**src/rtl/rotary_sw.sv**
```systemverilog
// Rotary selector front end: two-flop sync, per-contact debounce, quadrature detent
// decode and 11-position one-hot selector. Define ROTARY_WRAP_EN to wrap 10<->0.
module rotary_sw #(
  parameter int DEBOUNCE_CYCLES = 50000,
  parameter int RESET_POS       = 0
) (
  input  logic        clk_sys,
  input  logic        rst,
  input  logic        enc_a,
  input  logic        enc_b,
  output logic [10:0] rotary_bus,
  output logic [3:0]  pos,
  output logic        step,
  output logic        dir
);

  localparam int               CNT_W    = $clog2(DEBOUNCE_CYCLES + 1);
  localparam logic [CNT_W-1:0] CNT_LAST = CNT_W'(DEBOUNCE_CYCLES - 1);
  localparam logic [CNT_W-1:0] CNT_ONE  = CNT_W'(1);
  localparam logic [3:0]       RST_POS  = 4'(RESET_POS);
  localparam logic [10:0]      RST_BUS  = 11'b1 << RESET_POS;
  localparam logic signed [3:0] ACC_MAX = 4'sd4;
  localparam logic signed [3:0] ACC_MIN = -4'sd4;

  // Contact pair is packed as {A, B} throughout
  logic [1:0] w_raw;
  logic [1:0] w_deb;

  assign w_raw = {enc_a, enc_b};

  genvar gi;
  generate
    for (gi = 0; gi < 2; gi++) begin : g_contact
      logic [1:0]       r_sync;
      logic             r_deb;
      logic [CNT_W-1:0] r_cnt;

      always_ff @(posedge clk_sys or posedge rst) begin
        if (rst) begin
          r_sync <= 2'b11;
          r_deb  <= 1'b1;
          r_cnt  <= '0;
        end else begin
          r_sync <= {r_sync[0], w_raw[gi]};
          if (r_sync[1] == r_deb) begin
            r_cnt <= '0;
          end else if (r_cnt == CNT_LAST) begin
            r_deb <= r_sync[1];
            r_cnt <= '0;
          end else begin
            r_cnt <= r_cnt + CNT_ONE;
          end
        end
      end

      assign w_deb[gi] = r_deb;
    end
  endgenerate

  // Position of a contact state along the CW Gray cycle 11->01->00->10
  function automatic logic [1:0] gray_idx(input logic [1:0] ab);
    case (ab)
      2'b11:   gray_idx = 2'd0;
      2'b01:   gray_idx = 2'd1;
      2'b00:   gray_idx = 2'd2;
      default: gray_idx = 2'd3;
    endcase
  endfunction

  logic [1:0]        r_ab_prev;
  logic signed [3:0] r_acc;
  logic [3:0]        r_pos;
  logic [10:0]       r_bus;
  logic              r_step;
  logic              r_dir;

  logic [1:0]        w_delta;
  logic              w_moved;
  logic              w_fwd;
  logic              w_rev;
  logic              w_enter_home;
  logic signed [3:0] w_acc_adj;
  logic              w_cw_detent;
  logic              w_ccw_detent;
  logic [3:0]        w_pos_next;
  logic [10:0]       w_bus_next;
  logic              w_move;

  // A delta of 2 means both contacts changed at once and is ignored
  assign w_delta      = gray_idx(w_deb) - gray_idx(r_ab_prev);
  assign w_moved      = (w_deb != r_ab_prev);
  assign w_fwd        = (w_delta == 2'd1);
  assign w_rev        = (w_delta == 2'd3);
  assign w_enter_home = w_moved && (w_deb == 2'b11);

  always_comb begin
    w_acc_adj = r_acc;
    if (w_fwd && (r_acc != ACC_MAX)) begin
      w_acc_adj = r_acc + 4'sd1;
    end else if (w_rev && (r_acc != ACC_MIN)) begin
      w_acc_adj = r_acc - 4'sd1;
    end
  end

  assign w_cw_detent  = w_enter_home && (w_acc_adj == ACC_MAX);
  assign w_ccw_detent = w_enter_home && (w_acc_adj == ACC_MIN);

  always_comb begin
    w_pos_next = r_pos;
    w_move     = 1'b0;
    if (w_cw_detent) begin
      if (r_pos == 4'd10) begin
`ifdef ROTARY_WRAP_EN
        w_pos_next = 4'd0;
        w_move     = 1'b1;
`endif
      end else begin
        w_pos_next = r_pos + 4'd1;
        w_move     = 1'b1;
      end
    end else if (w_ccw_detent) begin
      if (r_pos == 4'd0) begin
`ifdef ROTARY_WRAP_EN
        w_pos_next = 4'd10;
        w_move     = 1'b1;
`endif
      end else begin
        w_pos_next = r_pos - 4'd1;
        w_move     = 1'b1;
      end
    end
  end

  generate
    for (gi = 0; gi < 11; gi++) begin : g_bus
      assign w_bus_next[gi] = (w_pos_next == 4'(gi));
    end
  endgenerate

  always_ff @(posedge clk_sys or posedge rst) begin
    if (rst) begin
      r_ab_prev <= 2'b11;
      r_acc     <= 4'sd0;
      r_pos     <= RST_POS;
      r_bus     <= RST_BUS;
      r_step    <= 1'b0;
      r_dir     <= 1'b1;
    end else begin
      r_ab_prev <= w_deb;
      r_acc     <= w_enter_home ? 4'sd0 : w_acc_adj;
      r_step    <= w_move;
      if (w_move) begin
        r_pos <= w_pos_next;
        r_bus <= w_bus_next;
        r_dir <= w_cw_detent;
      end
    end
  end

  assign rotary_bus = r_bus;
  assign pos        = r_pos;
  assign step       = r_step;
  assign dir        = r_dir;

endmodule

```
**config.mk**
```make
export PLATFORM = sky130hd
export DESIGN_NAME = rotary_sw
export DESIGN_NICKNAME = d
export VERILOG_FILES = /design/src/rtl/rotary_sw.sv
export SDC_FILE = /design/constraint.sdc
export NUM_CORES = 1
export LEC_CHECK = 0
export BUFFER_PORTS_ARGS = -buffer_cell sky130_fd_sc_hd__buf_4
export CAP_MARGIN = 5
export CORE_ASPECT_RATIO = 1.75
export CORE_MARGIN = 1
export CORE_UTILIZATION = 60
export CTS_CLUSTER_DIAMETER = 150
export DETAILED_ROUTE_END_ITERATION = 12
export GPL_ROUTABILITY_DRIVEN = 0
export GPL_TIMING_DRIVEN = 0
export PLACE_DENSITY = 0.79
export SETUP_SLACK_MARGIN = 0.5
export SLEW_MARGIN = 20
export SYNTH_ARGS = -nofsm -noshare
export SYNTH_HDL_FRONTEND = slang
export SYNTH_SLANG_ARGS = --single-unit
```
**constraint.sdc**
```tcl
create_clock -name clk_sys -period 5.44 [get_ports clk_sys]
set_clock_uncertainty 0.2 [all_clocks]
set_input_delay 1.36 -clock clk_sys [delete_from_list [all_inputs] [get_ports clk_sys]]
set_output_delay 1.36 -clock clk_sys [all_outputs]
set_load 0.1 [all_outputs]
```
# [Word-level counts from Yosys, hierarchy flattened]
# Index checks and enable logic that the tools add are counted.
[word_totals] ff_bits=61 input_bits=4 out_inout_bits=17
[op_classes] add_sub_neg=7 eq_ne=26 mux=17 bitwise_logic=2 reduce_logical=11
[ops] op="$mux W16" n=4
[ops] op="$add A16 B1 Y16 const B" n=2
[ops] op="$eq A16 B16 Y1 const B" n=2
[ops] op="$mux W4" n=7
[ops] op="$eq A4 B3 Y1 const B" n=5
[ops] op="$eq A4 B4 Y1 const B" n=5
[ops] op="$pmux W2 S3" n=2
[ops] op="$eq A4 B2 Y1 const B" n=2
[ops] op="$logic_not A4 Y1" n=2
[ops] op="$eq A2 B1 Y1 const B" n=3
[ops] op="$eq A2 B2 Y1 const B" n=3
[ops] op="$logic_and A1 B1 Y1" n=5
[ops] op="$add A4 B1 Y4 const B" n=1
[ops] op="$add A4 B2 Y4 const B" n=1
[ops] op="$eq A4 B1 Y1 const B" n=1
[ops] op="$logic_not A2 Y1" n=2
[ops] op="$mux W1" n=4
[ops] op="$ne A4 B3 Y1 const B" n=1
[ops] op="$ne A4 B4 Y1 const B" n=1
[ops] op="$reduce_and A2 Y1" n=2
[ops] op="$sub A4 B1 Y4 const B" n=1
[ops] op="$sub A4 B2 Y4 const B" n=1
[ops] op="$eq A1 B1 Y1" n=2
[ops] op="$ne A2 B2 Y1" n=1
[ops] op="other kinds (2)" n=3

# [Logic depth before layout (Yosys ltp)]
[depth] word_depth=12 ltp_mapped=14

# [Worst setup path after synthesis]
# Ideal clock, no wire load.
[synth_path] kind="reg2reg" from="register g_contact[0].r_deb" to="register r_bus[4], in the netlist rotary_bus[4]" setup_time_ns=0.123 arrival_time_ns=3.254 required_ns=5.117 path_slack_ns=1.863 path_stages_with_launch=14 n_path_buf=1 cell_sequence="dfstp_2 inv_1 ha_1 inv_1 ha_1 or3_4 a22oi_2 o21ai_2 a2111oi_4 o21a_2 mux2_2 and2_1 clkbuf_1 a32o_1"
[synth_via] elab_chain_cells=12
[synth_rtl] element="start: declaration" line="35" source="logic r_deb;"
[synth_rtl] element="start signal: assignment" line="48" source="r_deb <= r_sync[1];"
[synth_rtl] element="$eq A2 B1 Y1 (tied with other cells)" line="62" source="case (ab)"
[synth_rtl] element="$pmux W2 S3" line="62"
[synth_rtl] element="$sub A2 B2 Y2" line="90" source="assign w_delta = gray_idx(w_deb) - gray_idx(r_ab_prev);"
[synth_rtl] element="$eq A2 B2 Y1" line="93" source="assign w_rev = (w_delta == 2'd3);"
[synth_rtl] element="$logic_and A1 B1 Y1" line="100" source="end else if (w_rev && (r_acc != ACC_MIN)) begin"
[synth_rtl] element="$mux W4" line="100"
[synth_rtl] element="$mux W4" line="98" source="if (w_fwd && (r_acc != ACC_MAX)) begin"
[synth_rtl] element="$eq A4 B3 Y1" line="106" source="assign w_ccw_detent = w_enter_home && (w_acc_adj == ACC_MIN);"
[synth_rtl] element="$logic_and A1 B1 Y1" line="106"
[synth_rtl] element="$mux W4" line="121" source="end else if (w_ccw_detent) begin"
[synth_rtl] element="$mux W4" line="111" source="if (w_cw_detent) begin"
[synth_rtl] element="$eq A4 B3 Y1" line="136" source="assign w_bus_next[gi] = (w_pos_next == 4'(gi));"
[synth_rtl] element="end signal: assignment" line="154" source="r_bus <= w_bus_next;"
[synth_rtl] element="end: declaration" line="73" source="logic [10:0] r_bus;"
# Several ways; a longest one is shown, not always the timed one.
# A chain may end at the register's enable or synchronous reset.

# [Worst setup path in the final report]
[layout_path] from="register g_contact[0].r_deb" to="register r_bus[2], in the netlist rotary_bus[2]"
[layout_via] elab_chain_cells=12
[layout_rtl] element="$eq A2 B1 Y1 (tied with other cells)" line="62"
[layout_rtl] element="$pmux W2 S3" line="62"
[layout_rtl] element="$sub A2 B2 Y2" line="90"
[layout_rtl] element="$eq A2 B2 Y1" line="93"
[layout_rtl] element="$logic_and A1 B1 Y1" line="100"
[layout_rtl] element="$mux W4" line="100"
[layout_rtl] element="$mux W4" line="98"
[layout_rtl] element="$eq A4 B3 Y1" line="106"
[layout_rtl] element="$logic_and A1 B1 Y1" line="106"
[layout_rtl] element="$mux W4" line="121"
[layout_rtl] element="$mux W4" line="111"
[layout_rtl] element="$eq A4 B2 Y1" line="136"
# Several ways; a longest one is shown, not always the timed one.

==> impl_metrics.toml <==
[run_status]
outcome = "finished clean"

[global_route]
grt_pass1_vias = 2568
use_met2 = 0.432
globalRouteMet3Util = 0.0359
grt_pass1_wl_um = 11000
antenna_found_initial = 0
gr-usage-met1 = 0.271
busiest_layer = "met2"
grt_max_degree = 62
grt_util_all_layers = 0.244
gr-total-overflow = 0

[pwr]
p_comb_frac = 0.024
p_int_w = 0.000641
ir_drop_v = 0.000254
powerDensity_mw_per_mm2 = 221
seqPwrFrac = 0.555
switching_share = 0.232
p_leak_nw = 1.68
power_switching_w = 0.000193
p_clk_frac = 0.421

[clock_tree]
clockBufferDepth = 2
cts_buffers = 9
cts_tree = "built"
clkSinkCount = 61
post_cts_buffers = 0
htreeDepth = 3
cts_resized = 0
insertion_delay_ns = 0.33
cts_hold_buf = 0
path_clk_slew_ns = 0.07
cts_root_buf = "clkbuf_8"

[synthesis]
syn_nets = 350
yosysUniqueCellTypes = 59
synth-async-reset-ratio = 1.00
syn_area_per_cell_um2 = 10.1
synth-seq-cells = 61
ys_seq_area_frac = 0.458
syn_area_mm2 = 0.00336
yosys_warnings = 0
synth_top_flop_cell = "dfrtp_1"
synthCells = 333
synth-edff-count = 0

[detailed_routing]
dr.pass1.iters = 4
wl_per_cell_um = 14.0
routed_wl_um = 6220
postRouteAntennaNets = 0
initialDrtViolationCount = 89
routed_via_density = 5.59
num_vias = 2478
drc = 0

[floorplan]
placementRows = 35
io_pins = 21
start_util = 0.629
core_mm2 = 0.00534
die_area_mm2 = 0.00591
die-width_um = 58.6
die_y_um = 101

[layout]
antennaDiodeCount = 0
drive_above_1_share = 0.187
layout_commonest_cell = "dfrtp_1"
final_nets = 381
area_growth_pct = 12.6
nFillCells = 433
final_cell_mix = "51 x dfrtp_1, 45 x nor2_1, 33 x nand2_1, 20 x buf_4, 18 x xor2_1"

[timing]
setup_tns_ns = 0
rsz0062_at_grt = "no"
setup_violations = 0
slew_violations = 0
fmax_ghz = 0.255
holdWs_ns = 0.160
hold_violations = 0
period_share = 0.721
max_slew_margin = 0.529
worst_slew_pin_slew_ns = 0.707
min_period_ns = 3.92

[place]
port_buffers = 20
dp.final_hpwl_um = 4540

[worst_setup_path]
crit_path_end_kind = "flip-flop"
start_kind = "flip-flop"
arrival_ns = 3.96
required_ns = 5.48
path_max_fanout = 8
path_class = "flip-flop to flip-flop"

[job]
cap_violations = 0

[hold_path]
hold_path.class = "flip-flop to flip-flop"
==> logic make-up after synthesis <==
group,count (synthesis),share of synthesized area
adder cells (fa/ha/maj),13,0.0484
flip-flops,61,0.458
multiplexers,13,0.0406
buffers and inverters,26,0.0320
AND/OR/NAND/NOR,142,0.215
XOR/XNOR,35,0.0953
AO/OA/AOI/OAI,43,0.111
==> metal layers <==
metal / vias to the layer above / part of all wire / routed length (um)
li1: 1218 / - / -
met1: 1190 / 0.41 / 2550
met2: 53 / 0.53 / 3330
met3: 17 / 0.024 / 149
met4: 0 / 0.032 / 196
met5: - / 0 / 0
==> flip-flops by register name (all words and copies together), names as in the netlist, 2 cells and up <==
signal	cells
g_contact.r_cnt	32
rotary_bus	11
g_contact.r_sync	4
pos	4
r_acc	4
g_contact.r_deb	2
r_ab_prev	2
==> through the flow <==
step / utilization / std cells / setup slack, ns / cell area (um^2) / power, W
floorplan: - / 333 / 1.86 / 3360 / 0.000485
global placement: 0.674 / 427 / 1.65 / 3600 / 0.000491
detailed placement: 0.675 / 427 / 1.54 / 3600 / 0.000493
CTS: 0.708 / 443 / 1.51 / 3780 / 0.000848
global route: 0.708 / 443 / 1.32 / 3780 / 0.000868
finish: 0.708 / 443 / 1.52 / 3780 / 0.000834
==> path summary, 6_finish.rpt <==
| kind | depth (start not counted) | endpoint | start | slack (ns) |
|---|---|---|---|---|
| worst max-delay path | 13 | rotary_bus[2]$_DFFE_PP0P_ | g_contact[0].r_deb$_DFFE_PP1P_ | 1.52 |
| worst min-delay path | 0 | g_contact[1].r_sync[1]$_DFF_PP1_ | g_contact[1].r_sync[0]$_DFF_PP1_ | 0.16 |
| worst max register to register | 13 | rotary_bus[2]$_DFFE_PP0P_ | g_contact[0].r_deb$_DFFE_PP1P_ | 1.52 |
| worst min register to register | 0 | g_contact[1].r_sync[1]$_DFF_PP1_ | g_contact[1].r_sync[0]$_DFF_PP1_ | 0.16 |
| max in group asynchronous | 2 | g_contact[0].r_cnt[10]$_DFF_PP0_ | rst | 3.62 |
| min in group asynchronous | 2 | g_contact[0].r_cnt[8]$_DFF_PP0_ | rst | 0.96 |
==> critical path, stage by stage, from the launching register on <==
cell and delay [ns]:
dfstp_2 0.59, inv_1 0.08, ha_1 0.28, inv_1 0.04
ha_1 0.22, or3_4 0.34, a22oi_2 0.20, o21ai_2 0.13
a2111oi_4 0.49, o21ai_2 0.16, a221o_1 0.28, buf_2 0.19
a2111o_1 0.39, o31ai_1 0.25
==> cell usage after synthesis (2+ instances only) <==
| library cell | number | area [um^2] |
|---|---|---|
| nand3_1 | 10 | 50.1 |
| o21ai_0 | 6 | 30.0 |
| xor2_1 | 18 | 158 |
| nand2_1 | 33 | 124 |
| and3_1 | 10 | 62.6 |
| o21ai_2 | 2 | 17.5 |
| buf_2 | 2 | 10.0 |
| inv_1 | 16 | 60.1 |
| xnor2_1 | 16 | 140 |
| nand4_1 | 6 | 37.5 |
| or3_1 | 3 | 18.8 |
| nor3b_1 | 2 | 15.0 |
| nor2_1 | 45 | 169 |
| o2bb2ai_1 | 2 | 17.5 |
| dfstp_2 | 10 | 263 |
| mux2i_1 | 8 | 80.1 |
| dfrtp_1 | 51 | 1280 |
| o221a_2 | 2 | 22.5 |
| a32o_1 | 4 | 40.0 |
| o31ai_1 | 7 | 52.6 |
| mux2_1 | 2 | 22.5 |
| nor4_1 | 2 | 12.5 |
| and4_1 | 2 | 17.5 |
| and2_1 | 6 | 37.5 |
| or2_2 | 2 | 12.5 |
| clkbuf_1 | 7 | 26.3 |
| nor4b_1 | 2 | 17.5 |
| a21oi_1 | 5 | 25.0 |
| nand2b_1 | 3 | 18.8 |
| nor3_1 | 6 | 30.0 |
| mux2_2 | 3 | 33.8 |
| ha_1 | 13 | 163 |
==> power by group through the flow <==
| stage | sequential [W] | combinational [W] | clock (W) |
|---|---|---|---|
| final | 0.000463 | 0.0000200 | 0.000351 |
| after detailed placement | 0.000472 | 0.0000213 | 0 |
| after global routing | 0.000463 | 0.0000240 | 0.000380 |
| after global placement | 0.000471 | 0.0000202 | 0 |
| after CTS | 0.000463 | 0.0000213 | 0.000363 |
| after floorplan | 0.000471 | 0.0000146 | 0 |
==> area by class of cell <==
class	instances	area [um^2]	area share
Clock inverter	6	38.8	0.0103
Multi-Input combinational cell	246	1710	0.453
Buffer	10	47.5	0.0126
Timing Repair Buffer	20	150	0.0397
Clock buffer	10	138	0.0364
Tap cell	74	92.6	0.0245
Sequential cell	61	1540	0.407
Inverter	16	62.6	0.0165
Note: power is estimated with default switching activity, not from simulation.
